--- src/rtl/mem_bus_arbiter_pkg.sv ---
// Shared definitions for the instruction/data memory bus arbiter.
package mem_bus_arbiter_pkg;

    typedef enum logic [1:0] {
        IDLE  = 2'd0,
        GNT_I = 2'd1,
        GNT_D = 2'd2
    } arb_state_t;

    localparam logic [1:0]  RD_WORD = 2'b01;
    localparam int unsigned WAIT_W  = 8;

endpackage

--- src/rtl/mem_bus_arbiter_rr_arb2.sv ---
// Two-way round-robin selector: on a tie, the requester not served last wins.
module rr_arb2 (
    input  logic [1:0] req,   // bit 0 = instruction port, bit 1 = data port
    input  logic       last,  // 1 = data port was granted last
    output logic [1:0] gnt
);

    always_comb begin
        gnt = req;
        if (req == 2'b11) begin
            gnt = last ? 2'b01 : 2'b10;
        end
    end

endmodule

--- src/rtl/mem_bus_arbiter.sv ---
// Arbitrates a shared memory bus between the instruction-fetch and data ports,
// with round-robin fairness, atomic lock hold and a per-transfer ack timeout.
module mem_bus_arbiter
    import mem_bus_arbiter_pkg::*;
#(
    parameter int unsigned AW      = 32,
    parameter int unsigned DW      = 32,
    parameter int unsigned TIMEOUT = 255
) (
    input  logic          clk,
    input  logic          rst,
    input  logic          i_req,
    input  logic [AW-1:0] i_addr,
    output logic [DW-1:0] i_rdata,
    output logic          i_ack,
    output logic          i_err,
    input  logic [1:0]    d_read,
    input  logic          d_write,
    input  logic [AW-1:0] d_addr,
    input  logic [DW-1:0] d_wdata,
    input  logic          d_lock,
    output logic [DW-1:0] d_rdata,
    output logic          d_ack,
    output logic          d_err,
    output logic [1:0]    bus_read,
    output logic          bus_write,
    output logic [AW-1:0] bus_addr,
    output logic [DW-1:0] bus_wdata,
    input  logic [DW-1:0] bus_rdata,
    input  logic          bus_ack,
    output logic          gnt_d
);

    arb_state_t        state, state_nxt;
    logic              last_d, last_d_nxt;
    logic [WAIT_W-1:0] wait_cnt, wait_cnt_nxt;
    logic              d_req;
    logic              active;
    logic              tmo;
    logic [1:0]        rr_gnt;

    assign d_req  = (d_read != 2'b00) | d_write;
    assign active = ((state == GNT_I) & i_req) | ((state == GNT_D) & d_req);
    assign tmo    = active & ~bus_ack & (wait_cnt == WAIT_W'(TIMEOUT - 1));

    rr_arb2 u_rr_arb2 (
        .req  ({d_req, i_req}),
        .last (last_d),
        .gnt  (rr_gnt)
    );

    always_ff @(posedge clk or posedge rst) begin
        if (rst) begin
            state    <= IDLE;
            last_d   <= 1'b0;
            wait_cnt <= '0;
        end else begin
            state    <= state_nxt;
            last_d   <= last_d_nxt;
            wait_cnt <= wait_cnt_nxt;
        end
    end

    // Next state, fairness history and wait counter.
    always_comb begin
        state_nxt    = state;
        last_d_nxt   = last_d;
        wait_cnt_nxt = wait_cnt;
        case (state)
            IDLE: begin
                wait_cnt_nxt = '0;
                if (rr_gnt[1]) begin
                    state_nxt = GNT_D;
                end else if (rr_gnt[0]) begin
                    state_nxt = GNT_I;
                end
            end
            GNT_I: begin
                if (bus_ack | tmo) begin
                    state_nxt    = IDLE;
                    last_d_nxt   = 1'b0;
                    wait_cnt_nxt = '0;
                end else if (!i_req) begin
                    state_nxt    = IDLE;
                    wait_cnt_nxt = '0;
                end else begin
                    wait_cnt_nxt = wait_cnt + WAIT_W'(1);
                end
            end
            GNT_D: begin
                // A locked sequence keeps the grant across acks and idle gaps.
                if (tmo) begin
                    state_nxt    = IDLE;
                    last_d_nxt   = 1'b1;
                    wait_cnt_nxt = '0;
                end else if (bus_ack) begin
                    wait_cnt_nxt = '0;
                    if (!d_lock) begin
                        state_nxt  = IDLE;
                        last_d_nxt = 1'b1;
                    end
                end else if (!d_req && !d_lock) begin
                    state_nxt    = IDLE;
                    wait_cnt_nxt = '0;
                end else if (d_req) begin
                    wait_cnt_nxt = wait_cnt + WAIT_W'(1);
                end
            end
            default: begin
                state_nxt    = IDLE;
                wait_cnt_nxt = '0;
            end
        endcase
    end

    // Bus command and response routing follow the current grant.
    always_comb begin
        bus_read  = 2'b00;
        bus_write = 1'b0;
        bus_addr  = '0;
        bus_wdata = '0;
        i_rdata   = '0;
        i_ack     = 1'b0;
        i_err     = 1'b0;
        d_rdata   = '0;
        d_ack     = 1'b0;
        d_err     = 1'b0;
        gnt_d     = 1'b0;
        case (state)
            GNT_I: begin
                bus_read = RD_WORD;
                bus_addr = i_addr;
                i_rdata  = bus_rdata;
                i_ack    = bus_ack | tmo;
                i_err    = tmo;
            end
            GNT_D: begin
                bus_read  = d_read;
                bus_write = d_write;
                bus_addr  = d_addr;
                bus_wdata = d_wdata;
                d_rdata   = bus_rdata;
                d_ack     = bus_ack | tmo;
                d_err     = tmo;
                gnt_d     = 1'b1;
            end
            default: begin
            end
        endcase
    end

endmodule
--- config.mk ---
export PLATFORM = sky130hd
export DESIGN_NAME = mem_bus_arbiter
export DESIGN_NICKNAME = d
export VERILOG_FILES = /design/src/rtl/mem_bus_arbiter_pkg.sv /design/src/rtl/mem_bus_arbiter_rr_arb2.sv /design/src/rtl/mem_bus_arbiter.sv
export SDC_FILE = /design/constraint.sdc
export NUM_CORES = 1
export LEC_CHECK = 0
export BUFFER_PORTS_ARGS = -buffer_cell sky130_fd_sc_hd__buf_2
export CORE_AREA = 3 3 105 107
export CTS_CLUSTER_DIAMETER = 150
export DETAILED_ROUTE_END_ITERATION = 8
export DIE_AREA = 0 0 108 110
export GPL_TIMING_DRIVEN = 0
export PLACE_DENSITY = 0.54
export SETUP_SLACK_MARGIN = 0.3
export SLEW_MARGIN = 30
export SYNTH_ARGS = -nofsm -noshare
export SYNTH_HDL_FRONTEND = slang
export SYNTH_SLANG_ARGS = --single-unit
export TNS_END_PERCENT = 50
--- constraint.sdc ---
create_clock -name clk -period 3.2 [get_ports clk]
set_input_delay 0.96 -clock clk [delete_from_list [all_inputs] [get_ports clk]]
set_output_delay 0.96 -clock clk [all_outputs]
set_load 0.01 [all_outputs]
Word-level counts from Yosys, hierarchy flattened --
Cells that the tools add are included.
Word-level totals: register bits 11, output and inout port bits 136
Operators by class: multiplexer cells 34, add/sub/neg operators 1, equality and inequality tests 12, reduce and logical (&&, ||, !) cells 8, bitwise operators 8
Operator list (number):
- $mux W32 | 3
- $pmux W32 S2 | 1
- $mux W8 | 6
- $mux W2 | 10
- $pmux W8 S2 | 1
- $mux W1 | 10
- $ne A3 B3 Y1 const B | 3
- $add A8 B1 Y8 const B | 1
- $eq A8 B8 Y1 const B | 1
- $reduce_and A4 Y1 | 2
- $pmux W2 S3 | 1
- $ne A5 B4 Y1 const B | 1
- $and A1 B1 Y1 | 4
- $eq A2 B2 Y1 const B | 2
- $ne A4 B3 Y1 const B | 1
- $ne A4 B4 Y1 const B | 1
- $pmux W2 S2 | 1
- $reduce_bool A2 Y1 | 2
- $ne A3 B2 Y1 const B | 1
- $or A1 B1 Y1 | 3
- $eq A2 B1 Y1 const B | 1
- $logic_not A1 Y1 | 2
- $logic_not A2 Y1 | 1
- $ne A2 B1 Y1 const B | 1
- 3 further kinds | 3

Logic depth before layout (Yosys ltp) --
Gate-level depths: netlist of run 1.
word-level depth 9, mapped depth 9, depth with buffers taken out 7

By module --
Synthesis of run 1 repeated with hierarchy kept, for this count alone.
Second synthesis, totals: cell total of the unflattened synthesis 286, area, all modules 2028.2 µm²
By module, submodules not included:
- mem_bus_arbiter | cells an instance 283, area each 2009.4 µm², instances 1
- rr_arb2 | cells an instance 3, area each 18.8 µm², instances 1

Least setup slack after synthesis of run 1 --
No wires, ideal clock.
kind input to output, from in bus_ack, to out i_ack, data arrival time 1.916 ns, stages 5, buffers on the path 1, slack 0.324 ns, path through buf_6 > nand4b_1 > a211oi_2 > nor2_1 > nor2b_1
Between the ends: cells in the longest elaborated chain, start to end 5
Ends and longest elaborated chain:
- from (decl) | line mem_bus_arbiter.sv:30 | input logic bus_ack,
- $not A1 Y1 | line mem_bus_arbiter.sv:44 | assign tmo = active & ~bus_ack & (wait_cnt == WAIT_W'(TIMEOUT - 1));
- $and A1 B1 Y1 (2 in series) | line mem_bus_arbiter.sv:44
- $or A1 B1 Y1 (*) | line mem_bus_arbiter.sv:134 | i_ack = bus_ack | tmo;
- $mux W1 (*) | line mem_bus_arbiter.sv:129 | case (state)
- to (decl) | line mem_bus_arbiter.sv:15 | output logic i_ack,
Every way passes the cells marked *; elsewhere a longest branch is shown, timed or not.

Worst setup path after layout of run 1 --
from in bus_ack, to out i_err
Between the ends: cells in the longest elaborated chain, start to end 4
Ends and longest elaborated chain:
- $not A1 Y1 | line mem_bus_arbiter.sv:44
- $and A1 B1 Y1 (2 in series) | line mem_bus_arbiter.sv:44
- $mux W1 | line mem_bus_arbiter.sv:129
- to (decl) | line mem_bus_arbiter.sv:16 | output logic i_err,
Every way passes these cells.

==> parameters.txt, run 1 <==
Parameter                              Value

Outcome
  Result of the run    finished, final reports clean

STA
  Total setup violations reported at the end of the flow    0
  Worst max-slew margin expressed relative to the limit    41.48%
  Fin crit share    95.44%
  Worst setup skew after layout    0.005928 ns
  Summed negative setup slack over all endpoints    0 ns
  Final number of max-transition violations    0
  Hold violation total from the final report    0
  Slew at the pin closest to its max-slew limit    0.8755 ns
  Maximum achievable frequency    327.4 MHz
  Unrepaired setup endpoints after global routing    yes
  Time the worst path needs with I/O delays and setup    3.054 ns

Clock network
  Root Buffer Master    clkbuf_8
  TritonCTS Sinks    11
  Number of buffers created by CTS    3
  H-tree depth    1
  Clock buffer depth    2
  Number of hold-repair buffers added at the cts stage    0
  Clock tree from TritonCTS    done
  Clock-pin slew on the worst setup and hold paths    0.05 ns
  Clk Latency, worst-skew pair    0.24 ns

Critical path
  Setup crit end kind    output pin
  Register-to-register path setup slack    0.58 ns
  Worst Path Class, Setup    input port to output pin
  Maximum fanout encountered on the critical timing path    3
  Capturing point of the worst reg2reg path    last_d
  Element type at the critical path start    input port
  Reg2Reg Depth    19
  Reg2reg start    state[1]
  Arrival time worst endpoint    2.09 ns
  Required time worst endpoint    2.24 ns

Synth
  Count of flip-flops with a built-in enable after synthesis    0
  Post-Synthesis Mean Instance Area    7.219 um^2
  Share of flip-flops with an asynchronous set or reset    100.0%
  Post-Syn Area    0.002007 mm^2
  Total of flip-flops plus latches after synthesis    11
  Net count after synthesis    419
  Post-synth top flop    dfrtp_1
  Post-synthesis cell count    278
  Yosys Warn Count    0
  Number of unique standard cell types used by synthesis    41
  Part of the Yosys area used for sequential elements    13.72%

Cells and area
  NumNets Final    711
  Filler cell count    1100
  Top library cells by usage in the layout, fill and taps aside    buf_2 (267), and2_1 (100), nor2b_1 (35), a22oi_1 (32), buf_4 (14)
  Final instance area    0.003817 mm^2
  Commonest non-fill, non-tap cell in the layout    buf_2
  Share of cells above drive strength 1    57.47%
  Layout overhead on the synthesized area    90.21%
  Post-Layout Cell Count    706

Global routing
  Total routing usage reported by global routing    19.89%
  Pin count of the biggest net entering global routing    12
  Number of antenna violations at the first check in global routing    1
  Number of global-route vias before repair    2811
  Total grt overflow    0
  First-pass GRT wire length    17570 um

Power and ir drop
  Clk network pwr share    6.2%
  Final Total Pwr    2.213 mW
  Largest voltage drop on the vdd net    0.0001963 V
  Power Dens Cells    579.7 mW/mm^2
  Internal    1.096 mW
  Static Leak    2.213 nW
  Net Sw Power    1.117 mW
  Sw Share    50.46%
  Sequential power share    7.8%
  Share of power burned in combinational logic    86.0%

Placed design
  IO buf count    270
  Sum of net half-perimeters after detailed placement    11460 um
  Final estimated routing congestion in global placement    1.047
  Cell area after placement    0.003528 mm^2
  Post-placement cell count    684

Routing
  Via density per instance    4.375
  Length of the first detailed-routing pass in iterations    4
  Count of vias placed by the detailed router    3089
  Antenna Nets Post-Route    0
  Post-detailed-route DRC marker count    0
  DRC violation total after the first TritonRoute iteration    150
  Average wire per cell in the routed design    18.52 um
  Total detailed-routing wirelength    13070 um

Min path
  Beginning of the worst hold path    wait_cnt[0]
  Type of the tightest min-delay check    register to register
  Hold Path Cell Cnt    1
  Capture endpoint of the worst hold path    wait_cnt[0]

Job
  Number of max-capacitance violations reported    0

Die
  Core Footprint    0.01023 mm^2
  Height of the die    110 um
  Num ports    272
  Count of standard-cell rows    37
  Die footprint    0.01188 mm^2
  Starting utilization of the core area    19.62%
  Die extent in x    108 um
[cell type report]
class	count	area [um^2]	area share, %
multi-input combinational	236	1625	42.58
timing repair buffer	287	1524	39.92
sequential	11	275.3	7.211
tap	136	170.2	4.458
buffer	26	156.4	4.097
clock buffer	4	45.04	1.180
inverter	5	18.77	0.4916
antenna	1	2.502	0.06555
[metrics by stage]
step | setup slack (ns) | utilization (%) | hold WS [ns]
floorplan | 0.3239 | - | 0.4917
global placement | -0.04835 | 34.49 | 0.5170
detailed placement | -0.08094 | 34.49 | 0.5273
CTS | 0.1359 | 36.50 | 0.5373
global route | 0.1082 | 37.29 | 0.5614
finish | 0.1458 | 37.31 | 0.5307
[worst max path at each step]
stage | start | end | slack, ns | cells after the start
after floorplan | bus_ack | i_ack | 0.32 | 5
after global placement | bus_ack | i_ack | -0.05 | 6
after detailed placement | bus_ack | i_ack | -0.08 | 6
after CTS | bus_ack | i_ack | 0.14 | 6
after global routing | bus_ack | i_err | 0.11 | 6
final | bus_ack | i_err | 0.15 | 6
[flip-flops by register name (all words and copies together) (netlist names)]
register and flops:
wait_cnt 8, state 2, last_d 1
[synthesized netlist by cell type (3+ instances only)]
library cell / n / share of area, %
nand2_1: 10 / 1.9
nor2_1: 6 / 1.1
ha_1: 5 / 3.1
o21ai_0: 5 / 1.2
a22oi_1: 32 / 12
clkbuf_1: 21 / 3.9
a21oi_1: 3 / 0.75
nor2b_1: 36 / 11
nor3_2: 4 / 2.0
o21ai_1: 3 / 0.75
dfrtp_1: 11 / 14
inv_1: 5 / 0.94
and2_1: 100 / 31
[cells by family (layout without fill, tap and decap cells)]
group	after synthesis	in the layout	synth area share, %
compound gates	58	58	22.32
fa+ha+maj	5	5	3.117
buf+inv	31	322	6.422
flops	11	11	13.72
mux	2	2	0.9975
other cells	0	1	0
simple gates	171	171	53.43
[timing repair]
item                                    CTS  global route
endpoints found under the setup margin  120           102
setup buffers                            16             1
resized for setup                        18            35
pin swaps                                 2             4
[power by group through the flow]
stage               clock [mW]  sequential, mW  combinational [mW]
global placement             0           0.173                1.78
global route             0.148           0.175                2.08
CTS                      0.143           0.172                1.87
detailed placement           0           0.174                1.79
floorplan                    0           0.171                1.04
finish                   0.137           0.172                1.90
[layer usage]
metal / track usage (%) / share of wire, %
met1: 27.48 / 43
met2: 33.30 / 48
met3: 3.960 / 9.0
met4: 1.984 / 0.34
met5: 0 / 0.099
[worst max-delay path, cell delays in order]
cell and delay, ns:
buf_8 0.09, nand4b_1 0.26, a211oi_4 0.37, buf_4 0.18, and2_4 0.13, buf_6 0.09
Note: power is estimated with default switching activity, not from simulation.
==> run 2: changes to the inputs <==
- REMOVE_ABC_BUFFERS: not set -> 1
==> run 2 against run 1 <==
Clock power up 4%. Highest routed layer unchanged. Combinational power about the same. Critical path type unchanged. Power down 0.38%.
==> parameters.txt, run 2 (same netlist as run 1, synthesis figures left out) <==
Parameter                              Value

Outcome
  Result of the run    finished, final reports clean

Clock network
  Clock-pin slew on the worst setup and hold paths    0.05 ns
  Clk Latency, worst-skew pair    0.24 ns
  TritonCTS Sinks    11
  Number of buffers created by CTS    3
  Root Buffer Master    clkbuf_8
  H-tree depth    1
  Clock tree from TritonCTS    done
  Number of hold-repair buffers added at the cts stage    0
  Clock buffer depth    2

STA
  Worst setup skew after layout    0.002180 ns
  Worst hold margin    0.5353 ns
  Slew at the pin closest to its max-slew limit    0.8112 ns
  Time the worst path needs with I/O delays and setup    2.920 ns
  Worst-case setup margin in the final layout    0.2796 ns
  Fin crit share    91.26%
  Worst max-slew margin expressed relative to the limit    45.78%
  Unrepaired setup endpoints after global routing    yes
  Maximum achievable frequency    342.4 MHz
  Hold violation total from the final report    0
  Final number of max-transition violations    0
  Total setup violations reported at the end of the flow    0

Cells and area
  Share of cells above drive strength 1    56.99%
  Commonest non-fill, non-tap cell in the layout    buf_2
  Filler cell count    1142
  Total area of multi-input combinational cells    0.001655 mm^2
  Max reg flops    8
  Layout overhead on the synthesized area    85.22%
  Register name with the most flops    wait_cnt
  Area of all sequential standard cells    275.3 um^2
  Final instance area    0.003717 mm^2
  Top flop regs    wait_cnt: 8 flops, state: 2 flops, last_d: 1 flops
  NumNets Final    686
  Top library cells by usage in the layout, fill and taps aside    buf_2 (268), and2_1 (100), nor2b_1 (35), a22oi_1 (32), buf_4 (13)

Critical path
  Register-to-register path setup slack    0.80 ns
  Capturing point of the worst reg2reg path    wait_cnt[2]
  Worst Path Class, Setup    input port to output pin
  Reg2reg start    state[0]
  Arrival time worst endpoint    1.96 ns
  Setup crit end kind    output pin
  Maximum fanout encountered on the critical timing path    3
  Element type at the critical path start    input port
  Reg2Reg Depth    8
  Required time worst endpoint    2.24 ns

Routing
  Length of the first detailed-routing pass in iterations    4
  Via density per instance    4.467
  DRC violation total after the first TritonRoute iteration    155
  Antenna Nets Post-Route    0
  Average wire per cell in the routed design    19.35 um
  Total detailed-routing wirelength    13180 um
  Count of vias placed by the detailed router    3042
  Post-detailed-route DRC marker count    0

Global routing
  Number of antenna violations at the first check in global routing    4
  Total grt overflow    0
  Number of global-route vias before repair    2882
  GR met2 Demand/Resource    33.39%
  Pin count of the biggest net entering global routing    77
  First-pass GRT wire length    18410 um
  Most utilized layer in the global route result    met2
  Total routing usage reported by global routing    20.74%
  GR Layer Usage met3    9.027%
  Global-route track usage on met1    26.85%

Die
  Core Footprint    0.01023 mm^2
  Height of the die    110 um
  Count of standard-cell rows    37
  Num ports    272
  Die footprint    0.01188 mm^2
  Die extent in x    108 um
  Starting utilization of the core area    19.62%

Placed design
  Worst Setup Slack post-DPL    -0.1181 ns
  IO buf count    271
  Sum of net half-perimeters after detailed placement    10640 um
  Cell area after placement    0.003468 mm^2
  Final estimated routing congestion in global placement    0.9360

Min path
  Beginning of the worst hold path    wait_cnt[0]
  Hold Path Cell Cnt    1
  Capture endpoint of the worst hold path    wait_cnt[0]
  Type of the tightest min-delay check    register to register

Power and ir drop
  Static Leak    2.117 nW
  Power Dens Cells    593.1 mW/mm^2
  Largest voltage drop on the vdd net    0.0002712 V
  Final Total Pwr    2.205 mW

Job
  Number of max-capacitance violations reported    0
[run 2: how the worst max path moves through the flow]
| stage | from | endpoint | slack [ns] | cells past startpoint |
|---|---|---|---|---|
| floorplan | state[0] | i_ack | -0.66 | 6 |
| global route | bus_ack | i_ack | 0.22 | 6 |
| finish | bus_ack | d_err | 0.28 | 6 |
| detailed placement | state[1] | i_ack | -0.12 | 7 |
| global placement | state[0] | i_ack | -1.79 | 7 |
| CTS | bus_ack | i_ack | 0.18 | 6 |
[run 2: worst max-delay path, stage by stage]
cell,delay [ns]
buf_8,0.10
nand4b_1,0.24
a211oi_4,0.28
buf_6,0.15
and2_4,0.13
buf_6,0.09
[run 2: stage by stage]
step	TNS [ns]	cells	utilization [%]
after floorplan	-14.57	252	-
after global placement	-126.99	659	33.46
after detailed placement	-0.1655	660	33.90
after CTS	0	678	36.14
after global routing	0	681	36.33
final	0	681	36.33
[run 2: routing by layer]
| metal | vias to the layer above | share of wire (%) |
|---|---|---|
| met2 | 163 | 45 |
| met4 | 6 | 0.51 |
| met3 | 10 | 12 |
| li1 | 1468 | - |
| met1 | 1395 | 42 |
| met5 | - | 0.26 |
[run 2: final cells by class]
class	count	share of cell area, %
Clock buffer	4	1.212
Multi-Input combinational cell	236	44.53
Sequential cell	11	7.405
Timing Repair Buffer	288	41.70
Inverter	5	0.5049
Tap cell	136	4.578
Antenna cell	1	0.06732
[run 2: timing repair]
action,in CTS,in global routing
gates resized for setup,12,1
pin swaps,4,2
buffers inserted,14,2
setup endpoints to repair,37,5
[run 2: where the power goes]
group          internal, mW  total (mW)  switching, mW
clock                0.0877       0.142         0.0540
combinational         0.841        1.89           1.04
sequential            0.158       0.177         0.0185
total                  1.09        2.20           1.12
==> run 3: changes to the inputs <==
- BUFFER_PORTS_ARGS: -buffer_cell sky130_fd_sc_hd__buf_2 -> -buffer_cell sky130_fd_sc_hd__buf_4
==> run 3 against run 2 <==
Combinational power grew 16%. Cell count shrank 0.29%. Register-to-register slack lost 0.17 ns. Core utilization grew 6.6 points. Non-clock buffer count shrank 1. Sequential share of layout area shrank 1.1 points. Via count shrank 3.2%. Critical endpoint is now i_ack.
==> parameters.txt, run 3 (same netlist as run 1, synthesis figures left out) <==
Parameter                              Value

Power and ir drop
  Final Total Pwr    2.516 mW
  Internal    1.370 mW
  Power Dens Cells    572.7 mW/mm^2
  Largest voltage drop on the vdd net    0.0002742 V
  Sequential power share    7.1%
  Net Sw Power    1.146 mW
  Clk network pwr share    5.8%
  Static Leak    2.245 nW
  Share of power burned in combinational logic    87.2%
  Sw Share    45.54%

Die
  Height of the die    110 um
  Starting utilization of the core area    19.62%
  Die footprint    0.01188 mm^2
  Count of standard-cell rows    37
  Die extent in x    108 um
  Core Footprint    0.01023 mm^2
  Num ports    272

STA
  Worst setup skew after layout    0.0007417 ns
  Hold violation total from the final report    0
  Slew at the pin closest to its max-slew limit    0.8292 ns
  Total setup violations reported at the end of the flow    0
  Worst max-slew margin expressed relative to the limit    44.57%
  Maximum achievable frequency    337.5 MHz
  Unrepaired setup endpoints after global routing    yes
  Fin crit share    92.60%
  Time the worst path needs with I/O delays and setup    2.963 ns
  Final number of max-transition violations    0

Critical path
  Arrival time worst endpoint    2.00 ns
  Worst Path Class, Setup    input port to output pin
  Element type at the critical path start    input port
  Start point of the critical path    bus_ack
  Setup crit end kind    output pin
  Reg2Reg Depth    8
  Required time worst endpoint    2.24 ns
  Reg2reg start    state[0]
  Maximum fanout encountered on the critical timing path    3

Cells and area
  Antenna diode instance count    0
  Commonest non-fill, non-tap cell in the layout    buf_4
  Top library cells by usage in the layout, fill and taps aside    buf_4 (280), and2_1 (100), nor2b_1 (36), a22oi_1 (32), dfrtp_1 (11)
  Top flop regs    wait_cnt: 8 flops, state: 2 flops, last_d: 1 flops
  Register name with the most flops    wait_cnt
  Share of cells above drive strength 1    56.91%
  Layout overhead on the synthesized area    118.9%
  Final core occ    42.94%
  Max reg flops    8
  NumNets Final    685

Placed design
  IO buf count    271
  Final estimated routing congestion in global placement    0.9036
  Sum of net half-perimeters after detailed placement    11270 um

Global routing
  First-pass GRT wire length    18840 um
  Pin count of the biggest net entering global routing    45
  Number of global-route vias before repair    2938
  Total grt overflow    0
  Number of antenna violations at the first check in global routing    5
  Total routing usage reported by global routing    21.50%

Clock network
  Root Buffer Master    clkbuf_8
  Clock buffer depth    2
  Number of buffers created by CTS    3
  Clock tree from TritonCTS    done
  Clock-pin slew on the worst setup and hold paths    0.05 ns
  H-tree depth    1
  Clk Latency, worst-skew pair    0.24 ns
  TritonCTS Sinks    11

Routing
  Length of the first detailed-routing pass in iterations    4
  Post-detailed-route DRC marker count    0
  DRC violation total after the first TritonRoute iteration    137
  Total detailed-routing wirelength    13860 um
  Antenna Nets Post-Route    0
  Average wire per cell in the routed design    20.41 um
  Count of vias placed by the detailed router    2945
  Via density per instance    4.337

Job
  Number of max-capacitance violations reported    0

Min path
  Hold Path Cell Cnt    1
  Type of the tightest min-delay check    register to register
  Beginning of the worst hold path    wait_cnt[0]

Outcome
  Result of the run    finished, final reports clean
run 3: routing by layer:
layer / up-vias / track usage (%) / routed length, um
met3: 14 / 13.57 / 2121
met1: 1322 / 24.09 / 5093
met2: 136 / 35.88 / 6455
met5: - / 0 / 81
li1: 1463 / - / -
met4: 10 / 2.344 / 104
run 3: final timing paths:
kind	endpoint	slack, ns
max reg2reg	wait_cnt[2]	0.63
max	i_ack	0.24
min reg2reg	wait_cnt[0]	0.53
min	wait_cnt[0]	0.53
min in group asynchronous	last_d	0.73
max in group asynchronous	wait_cnt[5]	2.15
run 3: cell type report:
type | count | area [um^2]
multi-input cells | 236 | 1653
well taps | 136 | 170.2
fillers | 1082 | 5838
flip-flops and latches | 11 | 275.3
repair buffers | 287 | 2231
inverters | 5 | 18.77
clock buffers | 4 | 45.04
run 3: timing repair:
action	4_1_cts	5_1_grt
hold buffers	0	0
setup buffers	11	2
setup endpoints to repair	6	33
pin swaps	5	0
gates cloned	1	0
endpoints found under the hold margin	0	0
resized for setup	7	4
run 3: critical path: stages:
cell,delay [ns]
buf_8,0.10
nand4b_1,0.26
a211oi_4,0.28
nor2_2,0.09
nor2b_1,0.16
buf_4,0.15
run 3: stage by stage:
stage	setup slack [ns]	hold slack [ns]	instances	instance area, um^2	TNS (ns)
2_1_floorplan	-0.6648	0.4948	252	1897	-14.57
3_3_place_gp	-1.889	0.5193	659	4101	-140.60
3_5_place_dp	-0.09368	0.5275	661	4177	-0.1470
4_1_cts	0.2531	0.5378	677	4363	0
5_1_grt	0.1981	0.5686	679	4393	0
6_report	0.2367	0.5342	679	4393	0
run 3: power by group through the flow:
stage                     registers, mW  clock network (mW)  logic, mW
after global routing              0.181               0.158       2.37
after CTS                         0.178               0.147       2.20
after floorplan                   0.171                   0      0.983
after detailed placement          0.179                   0       2.09
after global placement            0.173                   0       2.03
final                             0.178               0.145       2.19
